**src/rtl/pipe_pkg.sv**
```systemverilog
// Shared types for the EX->MEM pipeline stage: payload layout and skid buffer states.
package pipe_pkg;

    typedef struct packed {
        logic [31:0] alu_result;
        logic [31:0] rs2_val;
        logic [4:0]  rd;
        logic        mem_read;
        logic        mem_write;
        logic        reg_write;
        logic        mem_to_reg;
        logic        branch_taken;
        logic [31:0] jump_target;
        logic        jal;
    } ex_mem_payload_t;

    typedef enum logic [1:0] {
        EMPTY,
        ONE,
        FULL
    } skid_state_e;

    localparam int EX_MEM_PAYLOAD_W = $bits(ex_mem_payload_t);

endpackage

```
**src/rtl/pipe_sat_counter.sv**
```systemverilog
// Saturating up-counter with a synchronous clear that wins over increment.
module pipe_sat_counter #(
    parameter int CNT_W = 16
) (
    input  logic             clk,
    input  logic             clr,
    input  logic             inc,
    output logic [CNT_W-1:0] cnt
);

    always_ff @(posedge clk) begin
        if (clr) begin
            cnt <= '0;
        end else if (inc && (cnt != '1)) begin
            cnt <= cnt + CNT_W'(1);
        end
    end

endmodule

```
**src/rtl/ex_mem_skid_stage.sv**
```systemverilog
// EX->MEM stage with valid/ready handshake, 2-entry skid buffer and synchronous flush.
// Define EX_MEM_PERF_EN to add the stall/flush performance counters.
module ex_mem_skid_stage
    import pipe_pkg::*;
#(
    parameter int PAYLOAD_W = EX_MEM_PAYLOAD_W,
    parameter int CNT_W     = 16
) (
    input  logic                 clk,
    input  logic                 reset,
    input  logic                 flush,
    input  logic                 in_valid,
    output logic                 in_ready,
    input  logic [PAYLOAD_W-1:0] in_data,
    output logic                 out_valid,
    input  logic                 out_ready,
    output logic [PAYLOAD_W-1:0] out_data
`ifdef EX_MEM_PERF_EN
    ,
    input  logic                 perf_clr,
    output logic [CNT_W-1:0]     stall_cnt,
    output logic [CNT_W-1:0]     flush_cnt
`endif
);

    skid_state_e          state, state_nxt;
    logic [PAYLOAD_W-1:0] main_q, main_nxt;
    logic [PAYLOAD_W-1:0] skid_q, skid_nxt;
    logic                 in_fire, out_fire;

    // Ready decodes straight from the state flop; nothing from out_ready reaches in_ready.
    assign in_ready  = (state != FULL);
    assign out_valid = (state != EMPTY);
    assign out_data  = out_valid ? main_q : '0;

    assign in_fire  = in_valid & in_ready;
    assign out_fire = out_valid & out_ready;

    always_comb begin
        state_nxt = state;
        main_nxt  = main_q;
        skid_nxt  = skid_q;
        unique case (state)
            EMPTY: begin
                if (in_fire) begin
                    state_nxt = ONE;
                    main_nxt  = in_data;
                end
            end
            ONE: begin
                if (in_fire && out_fire) begin
                    main_nxt = in_data;
                end else if (in_fire) begin
                    state_nxt = FULL;
                    skid_nxt  = in_data;
                end else if (out_fire) begin
                    state_nxt = EMPTY;
                end
            end
            FULL: begin
                if (out_fire) begin
                    state_nxt = ONE;
                    main_nxt  = skid_q;
                end
            end
            default: state_nxt = EMPTY;
        endcase
        // Payload registers may still load on a flush; they are invisible once EMPTY.
        if (flush) begin
            state_nxt = EMPTY;
        end
    end

    always_ff @(posedge clk) begin
        if (reset) begin
            state  <= EMPTY;
            main_q <= '0;
            skid_q <= '0;
        end else begin
            state  <= state_nxt;
            main_q <= main_nxt;
            skid_q <= skid_nxt;
        end
    end

`ifdef EX_MEM_PERF_EN
    logic cnt_clr;
    assign cnt_clr = reset | perf_clr;

    pipe_sat_counter #(.CNT_W(CNT_W)) u_stall_cnt (
        .clk (clk),
        .clr (cnt_clr),
        .inc (out_valid & ~out_ready),
        .cnt (stall_cnt)
    );

    pipe_sat_counter #(.CNT_W(CNT_W)) u_flush_cnt (
        .clk (clk),
        .clr (cnt_clr),
        .inc (flush & (state != EMPTY)),
        .cnt (flush_cnt)
    );
`endif

endmodule

```
**config.mk**
```make
export PLATFORM = sky130hd
export DESIGN_NAME = ex_mem_skid_stage
export DESIGN_NICKNAME = d
export VERILOG_FILES = /design/src/rtl/pipe_pkg.sv /design/src/rtl/pipe_sat_counter.sv /design/src/rtl/ex_mem_skid_stage.sv
export SDC_FILE = /design/constraint.sdc
export NUM_CORES = 1
export LEC_CHECK = 0
export ABC_CLOCK_PERIOD_IN_PS = 3160
export CAP_MARGIN = 20
export CELL_PAD_IN_SITES_DETAIL_PLACEMENT = 0
export CELL_PAD_IN_SITES_GLOBAL_PLACEMENT = 1
export CORE_MARGIN = 1.5
export CORE_UTILIZATION = 30
export CTS_CLUSTER_SIZE = 10
export DETAILED_ROUTE_END_ITERATION = 12
export PLACE_DENSITY_LB_ADDON = 0.3
export REMOVE_ABC_BUFFERS = 1
export SLEW_MARGIN = 15
export SYNTH_ARGS = -nofsm -noshare
export SYNTH_HDL_FRONTEND = slang
export SYNTH_SLANG_ARGS = --single-unit
```
**constraint.sdc**
```tcl
create_clock -name clk -period 3.16 [get_ports clk]
set_input_delay 0.632 -clock clk [delete_from_list [all_inputs] [get_ports clk]]
set_output_delay 0.632 -clock clk [all_outputs]
set_load 0.02 [all_outputs]
```
After elaboration in Yosys (flattened, before gate mapping)
Cells that the tools add are included.
{ "word_totals": {"reg_bits": 216, "input_bits": 112, "out_inout_bits": 109, "word_cells": 33} }
{ "classes": {"n_eq_ne": 8, "muxes": 11, "n_bitwise": 3, "n_reduce_logical": 8} }
{ "op_table": {"columns": ["cell", "n"], "rows": [
  ["107-bit 2-to-1 mux", 4],
  ["107-bit one-hot mux with 3 select lines", 1],
  ["2-bit 2-to-1 mux", 5],
  ["2-bit != test (second input constant)", 5],
  ["4-bit AND reduction", 2],
  ["2-bit one-hot mux with 3 select lines", 1],
  ["3-bit != test (second input constant)", 1],
  ["3-bit AND reduction", 1],
  ["3-bit nonzero test", 1],
  ["1-bit AND", 2],
  ["2-bit by 1-bit equality test with 1-bit output (second input constant)", 1],
  ["2-bit equality test (second input constant)", 1],
  ["2-bit zero test", 1],
  ["2-bit nonzero test", 1],
  ["2-bit OR reduction", 1],
  ["1-bit logical AND", 1],
  ["1-bit inverter", 1]
]} }

Depth between registers and ports, before layout
{ "depth": {"ltp_word": 6, "mapped_depth": 7, "ltp_nobuf": 3} }

Worst setup path after synthesis
Ideal clock, no wire load.
{ "synth_timing": {"kind": "register to output", "from": "register state[1]", "to": "output out_data[77]", "arrival_ps": 1337, "setup_slack_ps": 1191, "stages_incl_launch_ff": 6, "cell_sequence": "dfxtp_1 or2_2 buf_2 clkbuf_1 clkbuf_1 and2_1"} }
{ "synth_between": {"elab_chain_cells": 2} }
{ "synth_lines": {"columns": ["item", "line_no", "rtl"], "rows": [
  ["start: declaration", "ex_mem_skid_stage.sv:26", "skid_state_e state, state_nxt;"],
  ["start signal: assignment", "ex_mem_skid_stage.sv:80", "state <= state_nxt;"],
  ["2-bit nonzero test", "ex_mem_skid_stage.sv:33", "assign out_valid = (state != EMPTY);"],
  ["107-bit 2-to-1 mux", "ex_mem_skid_stage.sv:34", "assign out_data = out_valid ? main_q : '0;"],
  ["end: declaration", "ex_mem_skid_stage.sv:17", "output logic [PAYLOAD_W-1:0] out_data"]
]} }
Every way passes these cells.

Worst setup path after layout
{ "layout_timing": {"from": "register state[1]", "to": "output out_data[39]"} }
The elaborated chain is that of the path after synthesis.

==> impl_metrics.py <==
metrics = {
    "run_status": {
        "status": "finished clean",
    },
    "global_routing": {
        "grt_usage_pct": 17.0,
        "grt_pass1_wl_mm": 46.3,
        "grt-ovfl-total": 0,
        "antenna_found_initial": 0,
        "grt_max_degree": 109,
        "grt_pass1_vias": 8185,
    },
    "finish": {
        "fin_nets": 1367,
        "final_cell_mix": "clkdlybuf4s50_1 (219), nand2_1 (215), dfxtp_1 (214)",
        "regArea_um2": 4330,
        "layout_commonest_cell": "clkdlybuf4s50_1",
        "area_growth_pct": 34.4,
        "post-route-util_pct": 40.8,
        "multi_input_area_um2": 5030,
        "antenna_cells": 0,
        "final_area_um2": 13200,
        "layout-drive-gt1-share_pct": 7.75,
        "fill_cells": 3305,
        "layoutNonFillerInstCount": 1706,
    },
    "critical_path": {
        "reg2regPathDepth": 4,
        "critPathCaptureType": "output port",
        "cp_max_fo": 53,
        "r2r_start": "state[0]",
        "crit_type": "register to output port",
        "crit_end": "out_data[39]",
        "worstSetupStartpoint": "state[1]",
        "required_ns": 2.53,
        "cp-start-kind": "register",
        "worstPathArrival_ns": 2.37,
        "r2r_slack_ns": 1.19,
        "timing.rr.end": "main_q[96]",
    },
    "floorplanning": {
        "rows": 66,
        "initial_utilization_pct": 30.4,
        "die_area_um2": 33900,
        "design.core.area_um2": 32400,
        "fp.dieH_um": 184,
        "io_pins": 221,
        "die_x_um": 184,
    },
    "cts": {
        "clock_latency_ns": 0.52,
        "cts_hold_buf": 0,
        "cts.reportedPaths.clkPinSlew_ns": 0.06,
        "cts_root_buffer": "clkbuf_16",
        "tritoncts": "yes",
        "cts_buffers": 26,
        "cts_sinks": 216,
        "h-tree-depth": 1,
        "cts_buffer_depth": 3,
        "post-cts-setup-buffers": 0,
    },
    "placed_design": {
        "port_buffers": 220,
        "placed_cells": 1668,
        "dpl.hpwl_mm": 17.2,
        "dpl_cell_area_um2": 12500,
        "routabilityCongestion": 0.723,
    },
    "sta": {
        "rsz0062_at_grt": "no",
        "finalCriticalPeriod_ns": 3.00,
        "slew_viol_final": 0,
        "finalCritPeriodShare_pct": 94.9,
        "hold_viol": 0,
        "fmax_mhz": 333,
        "clock-skew-final_ns": 0.00684,
        "setup_viol": 0,
        "slew_headroom_pct": 40.5,
        "worst_pin_slew_ns": 0.892,
    },
    "power_and_ir_drop": {
        "p_per_area_nw_per_um2": 486,
        "irDropWorstVdd_mv": 0.373,
        "power.total_w": 0.00642,
        "p_leak_nw": 5.13,
    },
    "synth": {
        "synthCells": 1101,
        "ys_ff_latch": 216,
        "syn_area_um2": 9830,
        "yosysWarnings": 0,
        "synth_area_per_cell_um2": 8.93,
        "synth_seq_area_share_pct": 44.0,
        "synth_cell_types": 23,
    },
    "min_path": {
        "hold_class": "register to register",
    },
    "route": {
        "firstDrtPassIters": 4,
        "viasPerCell": 4.95,
        "drtIter0Drc": 492,
        "wl_per_cell_um": 17.3,
        "drc": 0,
        "drt_wl_total_mm": 29.5,
        "vias": 8445,
        "ant_nets": 0,
    },
    "job": {
        "drv_cap": 0,
    },
}
-- cell usage after synthesis (all sizes together) --
library cell / instances / area, µm²
clkbuf: 74 / 278
a211oi: 215 / 1760
nor2b: 1 / 6.26
and3b: 1 / 8.76
or2: 1 / 6.26
nand2: 215 / 807
a21o: 2 / 15.0
and2: 108 / 676
nor3: 1 / 5.00
or3b: 1 / 8.76
a21oi: 107 / 536
o21a: 1 / 7.51
nand2b: 2 / 12.5
dfxtp: 216 / 4320
buf: 46 / 275
o21bai: 1 / 7.51
nand4bb: 1 / 11.3
mux2i: 107 / 1070
nor4bb: 1 / 10.0
-- per-layer routing --
metal	wire, µm	up-vias	GRT usage [%]
met4	648	0	3.97
met3	1610	38	3.29
met2	13300	199	27.2
li1	-	4187	-
met5	0	-	0
met1	14000	4021	23.4
-- cells by family (layout without fill, tap and decap cells) --
logic type             Yosys count  in the layout  share of synthesized area, %
AO/OA/AOI/OAI                  326            326                          23.7
buffers and inverters          120            282                          5.63
flip-flops                     216            216                          44.0
multiplexers                   107            107                          10.9
AND/OR/NAND/NOR                332            333                          15.8
-- through the flow --
stage                     setup WS [ns]  hold WS, ns  TNS (ns)
final                             0.161        0.451         0
after global routing             0.0723        0.468         0
after floorplan                   -5.33        0.430   -962.74
after global placement            0.550        0.440         0
after detailed placement          0.514        0.446         0
after CTS                        0.0223        0.453         0
-- cell type report --
type / instances / share of cell area (%)
clock inverter: 1 / 0.0379
clock buffer: 36 / 5.52
multi-input combinational: 766 / 38.1
tap: 442 / 4.19
timing repair buffer: 245 / 19.4
sequential: 216 / 32.8
-- flip-flops by register name, indices dropped and copies added, names as in the netlist --
register  count
state         2
main_q      107
skid_q      107
-- power breakdown --
group,internal [W],switching (W),leakage [nW]
Sequential,0.00286,0.0000761,1.77
Combinational,0.000399,0.000404,3.00
Clock,0.00157,0.00111,0.359
Total,0.00483,0.00159,5.13
-- timing repair --
action / in CTS / in global routing
pin swaps: 0 / 1
setup endpoints to repair: 32 / 53
resized for setup: 1 / 1
cloned: 0 / 1
hold endpoints to repair: 0 / 0
-- worst max-delay path, cell delays in order, from the launching register on --
cell and delay [ns]:
dfxtp_2 0.50, or2_4 0.30, buf_12 0.22, and2_1 0.19, clkdlybuf4s50_1 0.61
-- how the worst min path moves through the flow --
stage	start	end	slack, ns	cells after the start
floorplan	skid_q[0]	skid_q[0]	0.43	2
finish	skid_q[87]	skid_q[87]	0.45	2
global placement	skid_q[71]	skid_q[71]	0.44	2
CTS	skid_q[50]	skid_q[50]	0.45	2
detailed placement	skid_q[36]	skid_q[36]	0.45	2
global route	skid_q[95]	skid_q[95]	0.47	2
Note: power is estimated with default switching activity, not from simulation.
